**src/rtl/alu_sequencer_if.sv**
```systemverilog
// alu_sequencer_if: shared instruction/data memory port between sequencer and memory
interface alu_sequencer_if;
  logic mem_req;
  logic mem_we;
  logic [15:0] mem_addr;
  logic [15:0] mem_wdata;
  logic [15:0] mem_rdata;
  logic mem_ready;
  modport master(output mem_req, mem_we, mem_addr, mem_wdata, input mem_rdata, mem_ready);
  modport slave(input mem_req, mem_we, mem_addr, mem_wdata, output mem_rdata, mem_ready);
endinterface

```
**src/rtl/alu_sequencer.sv**
```systemverilog
// alu_sequencer: multi-cycle fetch/decode/execute/mem/writeback control unit around an external 16-bit ALU
module alu_sequencer #(
  parameter logic [15:0] INIT_PC = 16'h0000
) (
  input  logic clk,
  input  logic rst_n,
  alu_sequencer_if.master mem,
  output logic [3:0] rf_raddr_a,
  output logic [3:0] rf_raddr_b,
  input  logic [15:0] rf_rdata_a,
  input  logic [15:0] rf_rdata_b,
  output logic rf_we,
  output logic [3:0] rf_waddr,
  output logic [15:0] rf_wdata,
  output logic [15:0] alu_dst,
  output logic [15:0] alu_src,
  output logic [3:0] alu_oper,
  output logic [3:0] alu_func,
  output logic [3:0] alu_cond,
  output logic [4:0] alu_cond_in,
  input  logic [15:0] alu_result,
  input  logic [4:0] alu_cond_out,
  input  logic alu_cond_wr,
  output logic instr_done,
  output logic [15:0] pc
);
  typedef enum logic [2:0] {INIT, FETCH, DECODE, EXECUTE, MEM, WRITEBACK} state_t;
  state_t state, state_nx;
  logic [15:0] ir, a, b, res;
  logic [4:0] psr;
  logic [3:0] op, fn;
  logic [15:0] sext8, zext8, sh4;
  logic special, is_load, is_store, is_jal, is_jcond, is_bcond, query;
  logic reg_ok, shf_ok, alu_op, wr_alu, imm_s, imm_z;
  assign op = ir[15:12];
  assign fn = ir[7:4];
  assign sext8 = {{8{ir[7]}}, ir[7:0]};
  assign zext8 = {8'h00, ir[7:0]};
  assign sh4 = {12'h000, ir[3:0]};
  assign special = op == 4'b0100;
  assign is_load = special && fn == 4'b0000;
  assign is_store = special && fn == 4'b0100;
  assign is_jal = special && fn == 4'b1000;
  assign is_jcond = special && fn == 4'b1100;
  assign is_bcond = op == 4'b1100;
  assign query = is_bcond || is_jcond;
  assign reg_ok = fn inside {4'h1, 4'h2, 4'h3, 4'h5, 4'h6, 4'h7, 4'h8, 4'h9, 4'ha, 4'hb, 4'hd, 4'he};
  assign shf_ok = fn inside {4'h0, 4'h1, 4'h2, 4'h3, 4'h4, 4'h6};
  assign alu_op = !special && !is_bcond && (op != 4'h0 || reg_ok) && (op != 4'h8 || shf_ok);
  // CMP, TEST and CMPI only update flags
  assign wr_alu = alu_op && op != 4'hb && !(op == 4'h0 && (fn == 4'hb || fn == 4'h8));
  assign imm_s = op inside {4'h5, 4'h7, 4'h9, 4'ha, 4'hb, 4'hd, 4'he};
  assign imm_z = op inside {4'h1, 4'h2, 4'h3, 4'h6, 4'hf};
  assign alu_oper = query ? 4'b0100 : op;
  assign alu_func = query ? 4'b1101 : fn;
  assign alu_cond = ir[11:8];
  assign alu_cond_in = psr;
  assign alu_dst = a;
  // right-shift immediates are passed to the ALU as a negative shift count
  assign alu_src = imm_s ? sext8 : imm_z ? zext8 :
                   (op == 4'h8 && fn[3:2] == 2'b00) ? (fn[0] ? 16'h0000 - sh4 : sh4) : b;
  assign rf_raddr_a = ir[11:8];
  assign rf_raddr_b = ir[3:0];
  assign rf_waddr = ir[11:8];
  assign rf_wdata = is_jal ? pc : res;
  // state register
  always_ff @(posedge clk or negedge rst_n)
    if (!rst_n) state <= INIT;
    else state <= state_nx;
  // next state and per-state control outputs
  always_comb begin
    state_nx = state;
    mem.mem_req = 1'b0;
    mem.mem_we = 1'b0;
    mem.mem_addr = pc;
    mem.mem_wdata = a;
    rf_we = 1'b0;
    instr_done = 1'b0;
    case (state)
      INIT: state_nx = FETCH;
      FETCH: begin
        mem.mem_req = 1'b1;
        state_nx = mem.mem_ready ? DECODE : FETCH;
      end
      DECODE: state_nx = EXECUTE;
      EXECUTE: state_nx = (is_load || is_store) ? MEM : WRITEBACK;
      MEM: begin
        mem.mem_req = 1'b1;
        mem.mem_we = is_store;
        mem.mem_addr = b;
        state_nx = mem.mem_ready ? WRITEBACK : MEM;
      end
      WRITEBACK: begin
        instr_done = 1'b1;
        rf_we = wr_alu || is_load || is_jal;
        state_nx = FETCH;
      end
      default: state_nx = INIT;
    endcase
  end
  // datapath registers; branch outcome is kept in res[0] from EXECUTE until WRITEBACK
  always_ff @(posedge clk or negedge rst_n)
    if (!rst_n) begin
      pc <= INIT_PC;
      ir <= '0;
      a <= '0;
      b <= '0;
      res <= '0;
      psr <= '0;
    end else begin
      if (state == FETCH && mem.mem_ready) begin
        ir <= mem.mem_rdata;
        pc <= pc + 16'd1;
      end
      if (state == DECODE) begin
        a <= rf_rdata_a;
        b <= rf_rdata_b;
      end
      if (state == EXECUTE) begin
        res <= alu_result;
        if (alu_cond_wr) psr <= alu_cond_out;
      end
      if (state == MEM && mem.mem_ready && is_load) res <= mem.mem_rdata;
      if (state == WRITEBACK && (is_jal || (is_jcond && res[0]))) pc <= b;
      if (state == WRITEBACK && is_bcond && res[0]) pc <= pc + sext8;
    end
endmodule
```
**src/flat_wrapper.sv**
```systemverilog
// flat-port wrapper written by rule: the top's interface ports become plain ports
module alu_sequencer_flat 
#(
  parameter logic [15:0] INIT_PC = 16'h0000
)
  (clk, rst_n, rf_raddr_a, rf_raddr_b, rf_rdata_a, rf_rdata_b, rf_we, rf_waddr, rf_wdata, alu_dst, alu_src, alu_oper, alu_func, alu_cond, alu_cond_in, alu_result, alu_cond_out, alu_cond_wr, instr_done, pc, mem_mem_req, mem_mem_we, mem_mem_addr, mem_mem_wdata, mem_mem_rdata, mem_mem_ready);
  alu_sequencer_if mem_i ();
  input  logic clk;
  input  logic rst_n;
  output logic [3:0] rf_raddr_a;
  output logic [3:0] rf_raddr_b;
  input  logic [15:0] rf_rdata_a;
  input  logic [15:0] rf_rdata_b;
  output logic rf_we;
  output logic [3:0] rf_waddr;
  output logic [15:0] rf_wdata;
  output logic [15:0] alu_dst;
  output logic [15:0] alu_src;
  output logic [3:0] alu_oper;
  output logic [3:0] alu_func;
  output logic [3:0] alu_cond;
  output logic [4:0] alu_cond_in;
  input  logic [15:0] alu_result;
  input  logic [4:0] alu_cond_out;
  input  logic alu_cond_wr;
  output logic instr_done;
  output logic [15:0] pc;
  output wire logic [$bits(mem_i.mem_req)-1:0] mem_mem_req;
  output wire logic [$bits(mem_i.mem_we)-1:0] mem_mem_we;
  output wire logic [$bits(mem_i.mem_addr)-1:0] mem_mem_addr;
  output wire logic [$bits(mem_i.mem_wdata)-1:0] mem_mem_wdata;
  input wire logic [$bits(mem_i.mem_rdata)-1:0] mem_mem_rdata;
  input wire logic [$bits(mem_i.mem_ready)-1:0] mem_mem_ready;
  assign mem_mem_req = mem_i.mem_req;
  assign mem_mem_we = mem_i.mem_we;
  assign mem_mem_addr = mem_i.mem_addr;
  assign mem_mem_wdata = mem_i.mem_wdata;
  assign mem_i.mem_rdata = mem_mem_rdata;
  assign mem_i.mem_ready = mem_mem_ready;
  alu_sequencer #(.INIT_PC(INIT_PC)) u_core (.clk(clk), .rst_n(rst_n), .mem(mem_i), .rf_raddr_a(rf_raddr_a), .rf_raddr_b(rf_raddr_b), .rf_rdata_a(rf_rdata_a), .rf_rdata_b(rf_rdata_b), .rf_we(rf_we), .rf_waddr(rf_waddr), .rf_wdata(rf_wdata), .alu_dst(alu_dst), .alu_src(alu_src), .alu_oper(alu_oper), .alu_func(alu_func), .alu_cond(alu_cond), .alu_cond_in(alu_cond_in), .alu_result(alu_result), .alu_cond_out(alu_cond_out), .alu_cond_wr(alu_cond_wr), .instr_done(instr_done), .pc(pc));
endmodule
```
**config.mk**
```make
export PLATFORM = sky130hd
export DESIGN_NAME = alu_sequencer_flat
export DESIGN_NICKNAME = d
export VERILOG_FILES = /design/src/rtl/alu_sequencer_if.sv /design/src/rtl/alu_sequencer.sv /design/src/flat_wrapper.sv
export SDC_FILE = /design/constraint.sdc
export NUM_CORES = 1
export LEC_CHECK = 0
export CAP_MARGIN = 5
export CORE_MARGIN = 5
export CORE_UTILIZATION = 45
export CTS_CLUSTER_SIZE = 16
export DETAILED_ROUTE_END_ITERATION = 7
export PLACE_DENSITY = 0.85
export SYNTH_ARGS = -nofsm -noshare
export SYNTH_HDL_FRONTEND = slang
export SYNTH_SLANG_ARGS = --single-unit
export TNS_END_PERCENT = 30
```
**constraint.sdc**
```tcl
create_clock -name clk -period 4 [get_ports clk]
set_input_delay 0.6 -clock clk [delete_from_list [all_inputs] [get_ports clk]]
set_output_delay 0.6 -clock clk [all_outputs]
set_load 0.01 [all_outputs]
```
## Word level (Yosys, flattened, before mapping)

Cells that the tools add are included.
W data, S select, Z words.

| operators by class | value |
|---|---|
| add/sub/neg operators | 3 |
| multipliers | 0 |
| divide/modulo/power cells | 0 |
| $lt $le $gt $ge | 0 |
| eq/ne operators | 36 |
| shifts and indexed selects | 0 |
| muxes and demuxes | 21 |
| bitwise gates (word level) | 0 |
| reduce and logical (&&, ||, !) cells | 43 |

Operators with widths:

| kind | number |
|---|---|
| $mux W16 | 11 |
| $eq A4 B4 Y1 const B | 15 |
| $eq A4 B3 Y1 const B | 8 |
| $logic_and A1 B1 Y1 | 18 |
| $add A16 B1 Y16 const B | 1 |
| $add A16 B16 Y16 | 1 |
| $eq A4 B2 Y1 const B | 4 |
| $pmux W3 S5 | 1 |
| $reduce_bool A12 Y1 | 1 |
| $eq A4 B1 Y1 const B | 2 |
| $logic_not A4 Y1 | 2 |
| $logic_or A1 B1 Y1 | 8 |
| $mux W4 | 2 |
| $ne A4 B4 Y1 const B | 2 |
| $reduce_bool A7 Y1 | 1 |
| $eq A3 B2 Y1 const B | 2 |
| $eq A3 B3 Y1 const B | 2 |
| $mux W1 | 6 |
| $reduce_bool A6 Y1 | 1 |
| $reduce_bool A5 Y1 | 1 |
| $sub A1 B4 Y5 const A | 1 |
| $reduce_bool A4 Y1 | 1 |
| $reduce_or A2 Y1 | 2 |
| $eq A3 B1 Y1 const B | 1 |
| other kinds (7) | 9 |

| storage, ports and cells | value |
|---|---|
| flip-flop bits (word level) | 88 |
| latch bits | 0 |
| RAM bits | 0 |
| ROM bits | 0 |
| output and inout port bits | 129 |
| word-level logic and storage cells | 110 |
| memories | 0 |

## Logic depth before layout (Yosys ltp)

| logic depth | value |
|---|---|
| word-level depth | 10 |
| gate-level depth with buffers | 10 |
| depth with buffers taken out | 9 |

## Least setup slack after synthesis

OpenSTA, ideal clock, no wires.

| timing | value |
|---|---|
| kind | reg-to-output |
| start | reg u_core.ir[13] |
| end | out alu_src[3] |
| arrival | 1746 ps |
| path slack | 1654 ps |
| cell stages (with the launch flop) | 6 |
| buffers on the path | 1 |
| cells stage by stage | dfrtp_1 or2_2 or4_1 clkbuf_1 o21ai_0 a221o_1 |

| between the ends | value |
|---|---|
| cells in the longest elaborated chain, start to end | 5 |

RTL lines:

| item | RTL line | text |
|---|---|---|
| start: declaration | alu_sequencer.sv:29 | `logic [15:0] ir, a, b, res;` |
| start signal: assignment | alu_sequencer.sv:112 | `ir <= mem.mem_rdata;` |
| $eq A4 B4 Y1 | alu_sequencer.sv:61 | `(op == 4'h8 && fn[3:2] == 2'b00) ? (fn[0] ? 16'h0000 - sh4 : sh4) : b;` |
| $logic_and A1 B1 Y1 | alu_sequencer.sv:61 |  |
| $mux W16 | alu_sequencer.sv:61 |  |
| $mux W16 | alu_sequencer.sv:60 | `assign alu_src = imm_s ? sext8 : imm_z ? zext8 :` |
| $mux W16 (*) | alu_sequencer.sv:60 |  |
| end: declaration | flat_wrapper.sv:18 | `output logic [15:0] alu_src;` |

Mark *: on every way between the ends. The rest lies on a longest branch, timed or not.

## Worst setup path after layout

| timing | value |
|---|---|
| start | reg u_core.ir[13] |
| end | out rf_wdata[13] |

| between the ends | value |
|---|---|
| cells in the longest elaborated chain, start to end | 3 |

RTL lines:

| item | RTL line | text |
|---|---|---|
| $eq A4 B3 Y1 | alu_sequencer.sv:40 | `assign special = op == 4'b0100;` |
| $logic_and A1 B1 Y1 | alu_sequencer.sv:43 | `assign is_jal = special && fn == 4'b1000;` |
| $mux W16 | alu_sequencer.sv:65 | `assign rf_wdata = is_jal ? pc : res;` |
| end: declaration | flat_wrapper.sv:16 | `output logic [15:0] rf_wdata;` |

Every way passes these cells.

==> out/summary.md <==
The cell area after technology mapping came out at 5670 sq um. The synthesized design contains 0 enable-type register cells. For this run, asynchronously set or reset flops after synthesis account for 100%. The total of flip-flops plus latches after synthesis was 88; the vertical extent of the die was 122 um.

The tools report the layout filler cell count as 999. In this run the static leakage power is 3.22 nW. By area the synthesized netlist is led by dfrtp_1 (39%), mux2_2 (15%), nand2_1 (4.6%). After detailed routing, the average wire length per cell comes to 20.1 um.

In this run the worst hold path is classified as in -> async. The largest net degree at the start of global routing is 61, and the headroom to the max-slew limit is 19.3%. The areal power density over the cells was 936 nW/um^2; the count of antenna diodes in the layout was 0. The floorplan die area was 14900 sq um; the maximum frequency from static timing analysis was 276 MHz. The initial core utilization came out at 45.5%.

Across the routed clock network, the largest skew measured is 0.00791 ns. The area growth from synthesis to final layout was 38.5%. For this run, the number of Yosys warnings is 0. The kind of launch point of the worst setup path was a register. Across all register-to-register paths, the minimum setup slack is 1.26 ns. The average footprint of a synthesized cell came out at 9.81 sq um. The H-tree depth was 3; the number of post-CTS setup repair buffers was 0. The number of DRC markers after the initial detailed-route iteration was 413. By count the netlist is led by dfrtp_1 (88), mux2_2 (78), nand2_1 (70), buf_4 (32), o21ai_0 (31). After clock tree synthesis, the repair step resized 0 gates.

Routability-driven placement finished with a final weighted congestion of 0.974. The proportion of layout cells with a drive suffix above 1 was 15.9%; the number of sinks on the clock net was 88. For the initial antenna violation count, the log shows 0. The share of synthesized area in the top cell type comes to 38.9%.

For the number of max-slew violations in the final report, the log shows 0. The worst-case IR drop observed on VDD is 0.000512 V. Counting every instance in the synthesized netlist gives 578. The clock passes through at most 2 buffers.

The initialized floorplan defines 41 standard-cell rows. STA puts the critical path data arrival time at 3.02 ns. Setup repair after global routing left no endpoint under its margin. The most common cell in the netlist is dfrtp_1. The run gives 12500 sq um as the total core area. The buffer cell driving the clock tree root is clkbuf_16. The total via count after detailed routing is 5121, and the count of cells along the worst register-to-register path is 7.

Critical path data required time: 3.40 ns. Across every metal layer, demand over resource in global routing totals 24.8%. In this run the worst path has a maximum fanout of 18. The first detailed-routing pass took 5 iterations.

Counting every net in the synthesized netlist gives 669. The first global-routing pass estimated 28800 um of wire. The kind of capture point of the worst setup path was a primary output. At the pin with the least slew margin, the transition time is 1.21 ns.

The share of the clock period used by the worst path was 90.5%. The number of nets with antenna violations after detailed routing was 0; the final HPWL from detailed placement was 13700 um. The run finished with clean final reports. The tools report the area taken by flip-flops and latches as 2200 sq um. TritonCTS built the clock tree.

Adding up every negative setup slack in the final design gives 0 ns. The run gives 202 as the count of pins on the block boundary. The die width was 122 um. The tools report the number of endpoints with negative hold slack in the final report as 0.

The leftover overflow at the end of global routing is 0. Launch instance of the worst register-to-register path: u_core.ir[7]. The netlist uses 63 different library cells. For this block, the routed nets add up to 18200 um of wire. Summing all multi-input logic gate instances after layout gives 3050 sq um. The tool flagged a number of max-cap violations equal to 0. The post-synthesis cell type with the largest combined area is dfrtp_1. The total of hold buffers inserted after clock tree synthesis is 0, and the routed via count divided by cell count is 5.67.

Clock-pin slew was measured on the worst setup and hold paths at 0.06 ns. For the count of endpoints failing setup in the final report, the log shows 0. Buffers placed on the I/O ports in this run total 201. The clock period could shrink to 3.62 ns. In this run the critical register-to-register path is captured at u_core.res[5].

The critical path in this run is classified as reg -> out. Sequential cells were found to cover 38.9% of the synthesized design area. The number of buffers created by CTS was 9; the final core utilization was 63.0%. The run gives 0.35 ns as the insertion delay of the later-clocked pin in the worst-skew pair. For this run, the post-layout net count is 817. The via count of the first global-routing pass came out at 5269. For the number of design rule violations left after detail routing, the log shows 0. In the synthesized netlist the dominant register cell turns out to be dfrtp_1.
-- stage by stage --
stage / hold slack (ns) / setup WS [ns] / power (mW) / instance area (sq um) / std cells
6_report: 0.328 / 0.380 / 7.35 / 7850 / 903
5_1_grt: 0.405 / 0.252 / 7.83 / 7850 / 903
4_1_cts: 0.361 / 0.420 / 7.34 / 7850 / 903
3_5_place_dp: 0.465 / 0.798 / 6.45 / 7550 / 887
3_3_place_gp: 0.457 / 0.940 / 6.28 / 7550 / 887
2_1_floorplan: 0.304 / 1.65 / 4.53 / 5670 / 578
-- how the worst max path moves through the flow --
stage | start | to | slack, ns | cells past startpoint
after floorplan | u_core.ir[13] | alu_src[3] | 1.65 | 5
after global placement | u_core.ir[13] | alu_src[14] | 0.94 | 7
after detailed placement | u_core.ir[13] | rf_wdata[13] | 0.80 | 6
after CTS | u_core.ir[13] | rf_wdata[13] | 0.42 | 6
after global routing | u_core.ir[13] | rf_wdata[13] | 0.25 | 6
final | u_core.ir[13] | rf_wdata[13] | 0.38 | 6
-- cell type report --
type	count	share of cell area (%)
sequential	88	28.1
inverter	8	0.383
multi-input combinational	412	38.8
timing repair buffer	207	26.2
clock buffer	12	3.14
clock inverter	4	0.685
tap	172	2.74
-- layer usage --
metal | wire, um | global-route usage (%) | up-vias
met5 | 0 | 0 | -
li1 | - | - | 2355
met3 | 1250 | 4.79 | 37
met2 | 8910 | 40.7 | 254
met1 | 7480 | 32.1 | 2475
met4 | 535 | 10.4 | 0
-- cell families (layout without fill, tap and decap cells) --
group | Yosys count | after routing | synth area share [%]
AND/OR/NAND/NOR | 150 | 150 | 12.9
AO/OA/AOI/OAI | 137 | 137 | 16.2
flip-flops | 88 | 88 | 38.9
multiplexers | 81 | 81 | 16.0
buffers and inverters | 78 | 231 | 7.81
XOR/XNOR | 26 | 26 | 4.02
adder cells (fa/ha/maj) | 18 | 18 | 4.11
-- power breakdown --
part	switching (mW)	internal, mW
Clock	0.358	0.503
Sequential	0.662	1.33
Combinational	2.04	2.46
Total	3.06	4.29
-- registers in the layout (all words and copies together) (netlist names) --
| signal | count |
|---|---|
| u_core.ir | 16 |
| u_core.state | 3 |
| u_core.alu_cond_in | 5 |
| u_core.alu_dst | 16 |
| u_core.b | 16 |
| u_core.pc | 16 |
| u_core.res | 16 |
-- worst max-delay path, cell delays in order, from the launching register on --
cell             delay (ns)
dfrtp_1                0.45
nor2_2                 0.31
nand3_1                0.24
nor2_1                 0.19
nand2_1                0.51
mux2_2                 0.48
clkdlybuf4s50_1        0.49
-- placed cells by master (no fill, tap or decap), types with 3 or more instances in the layout --
master	instances
and2_1	3
nor2_1	25
nand2_1	70
o22ai_1	3
a22oi_1	18
or2_2	5
buf_4	7
dfrtp_1	88
o21a_1	3
nand4_1	6
mux2_2	78
nand3_1	9
o211ai_1	8
o21ai_0	31
a211oi_1	6
clkbuf_16	9
and3_1	6
ha_1	17
a21o_1	13
and4_1	4
nor3_1	3
a21oi_1	22
a31oi_1	5
xnor2_1	16
inv_1	8
mux2i_1	3
xor2_1	10
o2111ai_1	3
a21boi_0	3
clkdlybuf4s50_1	200
(Power assumes the default switching activity.)
